File: config.mk
export PLATFORM = sky130hd
export DESIGN_NAME = dmem_responder
export DESIGN_NICKNAME = d
export VERILOG_FILES = /design/src/rtl/dmem_responder.sv
export SDC_FILE = /design/constraint.sdc
export NUM_CORES = 2
export LEC_CHECK = 0
export BUFFER_PORTS_ARGS = -buffer_cell sky130_fd_sc_hd__clkbuf_2
export CORE_MARGIN = 8
export CORE_UTILIZATION = 30
export DETAILED_ROUTE_END_ITERATION = 10
export MAX_ROUTING_LAYER = met4
export PLACE_DENSITY = 0.41
export SKIP_LAST_GASP = 1
export SLEW_MARGIN = 10
export SYNTH_ARGS = -nofsm -noshare
export SYNTH_HDL_FRONTEND = slang
export SYNTH_SLANG_ARGS = --single-unit
File: constraint.sdc
create_clock -name clk -period 8.25 [get_ports clk]
set_clock_uncertainty 0.1 [all_clocks]
set_input_delay 0.825 -clock clk [delete_from_list [all_inputs] [get_ports clk]]
set_output_delay 0.825 -clock clk [all_outputs]
set_load 0.005 [all_outputs]
File: src/rtl/dmem_responder.sv
// rtl/dmem_responder.sv - data-memory responder with coalescing write buffer and MMIO page
//
// Purpose: serves the core's M-stage data port. Stores to RAM go through a
// small coalescing write buffer that drains to the word array at a throttled
// rate. Reads are combinational and see buffered data first. An MMIO page at
// 0xFFFF_0000 holds the LED register, a free-running cycle counter and a
// status/error register.
//
// Ports:
//   clk        system clock, all state on posedge
//   rst        synchronous active-high reset
//   addr       byte address from the core
//   wdata      store data
//   mem_write  store enable
//   rdata      combinational read data for addr
//   led        LED register
//   wb_full    write buffer holds WB_DEPTH entries
//   wb_empty   write buffer holds no entries
//   err        OR of the sticky error bits
module dmem_responder #(
  parameter int DEPTH_WORDS    = 64,
  parameter int WB_DEPTH       = 4,
  parameter int DRAIN_INTERVAL = 2
) (
  input  logic        clk,
  input  logic        rst,
  input  logic [31:0] addr,
  input  logic [31:0] wdata,
  input  logic        mem_write,
  output logic [31:0] rdata,
  output logic [7:0]  led,
  output logic        wb_full,
  output logic        wb_empty,
  output logic        err
);

  localparam int AW = $clog2(DEPTH_WORDS);
  localparam int PW = $clog2(WB_DEPTH);
  localparam int CW = (DRAIN_INTERVAL > 1) ? $clog2(DRAIN_INTERVAL) : 1;
  localparam logic [31:0] RAM_BYTES = 32'(4 * DEPTH_WORDS);
  localparam logic [31:0] A_LED     = 32'hFFFF_0000;
  localparam logic [31:0] A_CYCLE   = 32'hFFFF_0004;
  localparam logic [31:0] A_STATUS  = 32'hFFFF_0008;

  logic [31:0]   r_ram     [DEPTH_WORDS];
  logic [AW-1:0] r_wb_addr [WB_DEPTH];
  logic [31:0]   r_wb_data [WB_DEPTH];
  logic [WB_DEPTH-1:0] r_wb_valid;
  logic [PW-1:0] r_head;
  logic [PW-1:0] r_tail;
  logic [PW:0]   r_count;
  logic [CW-1:0] r_dcnt;
  logic [7:0]    r_led;
  logic [31:0]   r_cycle;
  logic          r_err_mis;
  logic          r_err_ov;

  logic          w_is_ram, w_is_led, w_is_cycle, w_is_status, w_aligned;
  logic [AW-1:0] w_ram_idx;
  logic          w_match;
  logic [PW-1:0] w_match_idx;
  logic          w_full, w_empty, w_drain;
  logic          w_st, w_st_ram, w_coal, w_enq, w_head_coal;
  logic          w_set_mis, w_set_ov, w_clr_mis, w_clr_ov;

  assign w_is_ram    = addr < RAM_BYTES;
  assign w_is_led    = addr[31:2] == A_LED[31:2];
  assign w_is_cycle  = addr[31:2] == A_CYCLE[31:2];
  assign w_is_status = addr[31:2] == A_STATUS[31:2];
  assign w_aligned   = addr[1:0] == 2'b00;
  assign w_ram_idx   = addr[AW+1:2];

  // Coalescing keeps word indices unique in the buffer, so at most one hit.
  always_comb begin
    w_match     = 1'b0;
    w_match_idx = '0;
    for (int i = 0; i < WB_DEPTH; i++) begin
      if (w_is_ram && r_wb_valid[i] && r_wb_addr[i] == w_ram_idx) begin
        w_match     = 1'b1;
        w_match_idx = PW'(i);
      end
    end
  end

  assign w_full   = r_count == (PW+1)'(WB_DEPTH);
  assign w_empty  = r_count == '0;
  assign w_drain  = !w_empty && (r_dcnt == CW'(DRAIN_INTERVAL - 1));

  assign w_st      = mem_write && w_aligned;
  assign w_st_ram  = w_st && w_is_ram;
  assign w_coal    = w_st_ram && w_match;
  // A full buffer still accepts a new word when the head leaves this cycle.
  assign w_enq     = w_st_ram && !w_match && (!w_full || w_drain);
  assign w_set_ov  = w_st_ram && !w_match && w_full && !w_drain;
  assign w_set_mis = mem_write && !w_aligned;
  assign w_clr_mis = w_st && w_is_status && wdata[2];
  assign w_clr_ov  = w_st && w_is_status && wdata[3];
  // Store hitting the head while it drains: the array must get the new data.
  assign w_head_coal = w_coal && w_drain && (w_match_idx == r_head);

  always_ff @(posedge clk) begin
    if (!rst && w_drain)
      r_ram[r_wb_addr[r_head]] <= w_head_coal ? wdata : r_wb_data[r_head];
  end

  always_ff @(posedge clk) begin
    if (w_coal)
      r_wb_data[w_match_idx] <= wdata;
    if (w_enq) begin
      r_wb_addr[r_tail] <= w_ram_idx;
      r_wb_data[r_tail] <= wdata;
    end
  end

  always_ff @(posedge clk) begin
    if (rst) begin
      r_head     <= '0;
      r_tail     <= '0;
      r_count    <= '0;
      r_dcnt     <= '0;
      r_wb_valid <= '0;
      r_led      <= '0;
      r_cycle    <= '0;
      r_err_mis  <= 1'b0;
      r_err_ov   <= 1'b0;
    end else begin
      r_cycle <= r_cycle + 32'd1;
      if (w_empty || w_drain)
        r_dcnt <= '0;
      else
        r_dcnt <= r_dcnt + CW'(1);
      // Pop before push so a pop/push on the same slot leaves it valid.
      if (w_drain) begin
        r_wb_valid[r_head] <= 1'b0;
        r_head             <= r_head + PW'(1);
      end
      if (w_enq) begin
        r_wb_valid[r_tail] <= 1'b1;
        r_tail             <= r_tail + PW'(1);
      end
      r_count <= r_count + (PW+1)'(w_enq) - (PW+1)'(w_drain);
      if (w_st && w_is_led)
        r_led <= wdata[7:0];
      // Set beats W1C when both happen together.
      r_err_mis <= w_set_mis || (r_err_mis && !w_clr_mis);
      r_err_ov  <= w_set_ov  || (r_err_ov  && !w_clr_ov);
    end
  end

  always_comb begin
    rdata = 32'h0;
    if (w_is_ram)
      rdata = w_match ? r_wb_data[w_match_idx] : r_ram[w_ram_idx];
    else if (w_is_led)
      rdata = {24'h0, r_led};
    else if (w_is_cycle)
      rdata = r_cycle;
    else if (w_is_status)
      rdata = {28'h0, r_err_ov, r_err_mis, w_full, w_empty};
  end

  assign led      = r_led;
  assign wb_full  = w_full;
  assign wb_empty = w_empty;
  assign err      = r_err_mis | r_err_ov;

endmodule

Yosys cells after proc, flatten, opt, wreduce, memory -nomap -nowiden --
Memories as Yosys holds them, arrays and structs flattened. A register that Yosys moved wholly into a read port is not among the register bits. Cells that the tools add are included.
Cells by class: bitwise gates (word level) 4, $lt $le $gt $ge 5, add/subtract/negate cells 6, reductions and logical operators 44, equality and inequality tests 9, mux-type cells 33
Operators with widths (count):
- $mux 32 | 6
- $eq 30x30->1 const B | 3
- $add 32x1->32 const B | 1
- $lt 32x9->1 const B | 1
- $reduce_or 32->1 | 1
- $logic_and 1x1->1 | 28
- $eq 6x6->1 | 4
- $mux 4 | 4
- $mux 1 | 14
- $mux 2 | 7
- $logic_not 1->1 | 8
- $lt 2x3->1 const B | 2
- $add 2x1->2 const B | 2
- $and 4x4->4 | 1
- $demux 1 s2 | 2
- $ge 2x1->1 const B | 2
- $logic_or 1x1->1 | 4
- $not 4->4 | 1
- $or 4x4->4 | 1
- $add 3x1->3 | 1
- $eq 3x3->1 const B | 1
- $logic_not 3->1 | 1
- $sub 3x1->3 | 1
- $eq 2x2->1 | 1
- 4 further kinds | 4
Storage, ports and cells: memories 3, bits in writable memories 2200, input bits 67, word-level logic and storage cells 113, output and inout bits 43, register bits 54
Memory list:
- r_ram | depth 64, bits a word 32, read ports 1, clocked after Yosys merged registers in 0, write ports 1, line 45 | logic [31:0] r_ram [DEPTH_WORDS];
- r_wb_data | depth 4, bits a word 32, read ports 2, clocked after Yosys merged registers in 1, write ports 1, line 47 | logic [31:0] r_wb_data [WB_DEPTH];
- r_wb_addr | depth 4, bits a word 6, read ports 5, clocked after Yosys merged registers in 1, write ports 1, line 46 | logic [AW-1:0] r_wb_addr [WB_DEPTH];

Depth between registers and ports, before layout --
depth in word-level cells 14, gate-level depth with buffers 16, mapped depth without buffers 13

Worst setup path after synthesis --
OpenSTA, ideal clock, no wires.
path type input-to-reg, from input port addr[5], to memory r_wb_data[1][0] (enable), stages 10, buffers on the path 3, path slack 3694 ps, library setup time 421 ps, data arrival time 4034 ps, cell sequence buf_4 > xnor2_1 > nand4_1 > or4_1 > buf_2 > o21a_1 > nor2_1 > buf_2 > a22oi_1 > nor2_1
Between the ends: cells in the longest elaborated chain, start to end 14
Ends and longest elaborated chain:
- start: declaration | line 27 | input logic [31:0] addr,
- $lt 32x9->1 | line 66 | assign w_is_ram = addr < RAM_BYTES;
- $logic_and 1x1->1 (2 in a row) | line 78 | if (w_is_ram && r_wb_valid[i] && r_wb_addr[i] == w_ram_idx) begin
- $mux 1 (4 in a row) | line 78
- $logic_not 1->1 | line 93 | assign w_enq = w_st_ram && !w_match && (!w_full || w_drain);
- $logic_and 1x1->1 (2 in a row) | line 93
- $mux 1 | line 109 | if (w_enq) begin
- $mux 1 (not written as such) | line 111 | r_wb_data[r_tail] <= wdata;
- $reduce_or 32->1 (no line)
- $mux 2 (no line) or $mux 1 (tied branches)
- end: declaration | line 47
Parallel ways exist; a longest one is shown, timed or not.

Worst setup path after layout --
from input port addr[2], to output port rdata[0]
Between the ends: cells in the longest elaborated chain, start to end 9
Ends and longest elaborated chain:
- $lt 32x9->1 | line 66
- $logic_and 1x1->1 (2 in a row) | line 78
- $mux 1 | line 78
- $mux 2 or $mux 1 (tied branches) (2 in a row) | line 78
- $mem_v2 4x32 or $mux 1 (tied branches)
- $mux 32 | line 153 | rdata = w_match ? r_wb_data[w_match_idx] : r_ram[w_ram_idx];
- $mux 32 (*) | line 152 | if (w_is_ram)
- end: declaration | line 30 | output logic [31:0] rdata,
Every way passes the cells marked *; elsewhere a longest branch is shown, timed or not.

==> reports/metrics.yaml <==
critical_path:
  endpoint_kind: "output pin"
  startpoint_type: "primary input"
  r2r_slack_ns: 3.30
  critPathArrivalTime_ns: 5.69
  crit_required_ns: 7.32
  rr_worst_depth: 7
  slowest_stage: "a221oi_1"
  critPathMaxFanout: 48
  criticalPathCategory: "in -> out"
  crit_top_cell: "a221oi_1"
  r2r_end: "r_ram[1][24]"
  critPathMaxStageDelay_ns: 1.08
  crit_chain: "buf_8, nor2_4, buf_4, a221oi_1, a221oi_1, nor2b_1, nor3_1, a22oi_1, clkbuf_2"
  startpoint: "addr[2]"
finish:
  drive_gt1_share_pct: 26.8
  fillers: 27584
  fin_area_sq_um: 103000
  nets: 4598
  final_core_util_pct: 34.6
  areaGrowthSynthToFinish_pct: 15.2
  fin_cells: 8650
clocking:
  cts.repair.resized: 0
  hold_buffers: 0
  clock_latency_ns: 0.90
  htreeDepth: 4
  post_cts_buffers: 0
  cts_max_path_buffers: 4
  cts_tree: "built"
  numCtsBuffers: 244
  cts.sinks: 2256
  path_clk_slew_ns: 0.06
  clock_tree.root_cell: "clkbuf_16"
route:
  drt_iter0_markers: 4774
  vias: 45771
  wirelength_um: 301000
  route.detailed.wl_per_inst_um: 34.8
  vias_per_cell: 5.29
  antenna_left: 0
  drc: 0
  drt_pass1_iterations: 5
run:
  maxCapViolCount: 0
floorplanning:
  chipWidth_um: 561
  die_h_um: 561
  core_area_sq_um: 296000
  die_area_sq_um: 314000
  start_util_pct: 30.1
  boundaryPins: 110
  rows: 200
placement:
  gp_congestion: 0.803
  hpwl_um: 177000
  dpl.cell_count: 8213
  dpl_cell_area_sq_um: 95100
  dp_slack_ns: 1.49
  portBuffers: 109
global_route:
  antenna_found_initial: 28
  grt_max_degree: 96
  track_usage_pct: 19.2
  grt_pass1_wl_um: 408000
  grt_pass1_vias: 45744
  gr-total-overflow: 0
sta:
  max-slew-margin-rel_pct: 7.81
  post-route-period-util_pct: 80.1
  worst_pin_slew_ns: 1.37
  setup_violations: 0
  fmax_mhz: 151
  min_period_ns: 6.61
  fin_ws_ns: 1.64
  rsz0062_at_grt: "no"
  finalHoldViolCount: 0
  hold_ws_ns: 0.0810
  drv_slew: 0
  setup_tns_ns: 0
power_and_ir_drop:
  ir_drop_v: 0.000164
  sw_frac_of_total_pct: 21.5
  p_sw_mw: 5.13
  clkPwrFrac_pct: 44.0
  power_frac_seq_pct: 51.9
  p_int_mw: 18.8
  comb_power_share_pct: 4.1
  p_per_area_nw_per_um2: 233
  power_leakage_nw: 31.9
  total_power_mw: 23.9
yosys:
  synth_ff_type: "edfxtp_1"
  synth_warnings: 0
  synth_seq_cells: 2256
  seq_area_frac_synth_pct: 75.5
  synth.avg_cell_area_sq_um: 20.9
  syn_nets: 4335
  synth-edff-count: 2200
  synth_cell_types: 70
  synthesis.area_sq_um: 89000
  async_flop_share_pct: 0
  synthCells: 4257
run_status:
  status: "complete, no violations"
worst_hold_path:
  hold_path_startpoint: "wdata[26]"
  worstHoldEndpoint: "r_wb_data[0][26]"
  hold_depth: 1
  min_path_type: "in -> reg"
## power groups by stage
stage                     Combinational, mW  Sequential (mW)  Clock [mW]
final                                 0.981             12.4        10.5
after global placement                0.998             12.6           0
after detailed placement              0.995             12.6           0
after floorplan                       0.552             12.6           0
after global routing                   1.02             12.4        11.2
after CTS                             0.997             12.4        10.8
## worst max-delay path, delay by kind of cell
kind / cells / cell delay (ns)
compound gates: 3 / 1.61
buf+inv: 3 / 0.92
simple gates: 3 / 2.10
## how the worst max path moves through the flow
stage,slack [ns],endpoint
after floorplan,3.69,r_wb_data[1][0]
after global placement,1.49,rdata[0]
after detailed placement,1.49,rdata[0]
after CTS,1.49,rdata[0]
after global routing,1.59,rdata[0]
final,1.64,rdata[0]
## placed cells by master, fill, tap and decap left out, drive strengths merged, types with 13 or more instances in the layout
| cell type | n |
|---|---|
| nand4 | 17 |
| xor2 | 32 |
| inv | 26 |
| nor2b | 26 |
| mux2i | 200 |
| diode | 17 |
| nand2 | 105 |
| or3 | 13 |
| a22o | 23 |
| nand3 | 31 |
| xnor2 | 25 |
| a31oi | 14 |
| and3 | 13 |
| o21ai | 74 |
| nor2 | 157 |
| a221oi | 50 |
| buf | 156 |
| bufinv | 20 |
| clkbuf | 397 |
| a21oi | 88 |
| nor3 | 21 |
| edfxtp | 2200 |
| o22ai | 17 |
| clkinv | 98 |
| mux2 | 49 |
| a22oi | 64 |
| dfxtp | 56 |
| mux4 | 527 |
| a221o | 20 |
| o221ai | 21 |
| nand2b | 20 |
## kinds of logic after synthesis
family / after synthesis / synth area share [%]
buffers and inverters: 266 / 1.46
AOI/OAI and AO/OA: 444 / 3.54
muxes: 776 / 16.3
xor gates and xnor gates: 57 / 0.561
DFF: 2256 / 75.5
adders and majority gates: 11 / 0.163
and+or+nand+nor: 447 / 2.45
## flip-flops by register name, summed over array words and instances (netlist names), named ones only
signal      count
r_wb_valid      4
r_tail          2
r_err_ov        1
r_count         3
r_err_mis       1
r_ram        2048
r_cycle        32
r_dcnt          1
r_wb_addr      24
r_wb_data     128
led             8
r_head          2
## area by class of cell
type / count / area [sq um] / share of cell area, %
Antenna cell: 17 / 42.5 / 0.0415
Clock buffer: 294 / 6310 / 6.16
Clock inverter: 126 / 1130 / 1.10
Inverter: 24 / 92.6 / 0.0903
Multi-Input combinational cell: 1735 / 21100 / 20.6
Sequential cell: 2256 / 67200 / 65.5
Tap cell: 3939 / 4930 / 4.81
Timing Repair Buffer: 259 / 1780 / 1.73
## cell usage after synthesis (19+ instances only)
cell type | instances | area [sq um]
edfxtp_1 | 2200 | 66100
mux4_2 | 527 | 11900
mux2i_1 | 200 | 2000
nor2_1 | 157 | 589
buf_2 | 105 | 526
nand2_1 | 105 | 394
a21oi_1 | 88 | 440
clkbuf_1 | 81 | 304
o21ai_0 | 72 | 360
a22oi_1 | 64 | 480
dfxtp_1 | 56 | 1120
a221oi_1 | 50 | 438
buf_4 | 34 | 255
xor2_1 | 32 | 280
nand3_1 | 31 | 155
mux2_4 | 30 | 450
nor2b_1 | 26 | 163
xnor2_1 | 25 | 219
a22o_1 | 23 | 201
inv_1 | 23 | 86.3
o221ai_1 | 21 | 184
a221o_1 | 20 | 200
nand2b_1 | 20 | 125
mux2_2 | 19 | 214
## layer usage
layer / track usage [%] / wire length, um / vias to the layer above
li1: - / - / 18425
met1: 26.5 / 136000 / 25449
met2: 30.5 / 143000 / 1526
met3: 2.66 / 14900 / 371
met4: 3.70 / 6410 / 0
met5: - / 0 / -
(Power assumes the default switching activity.)
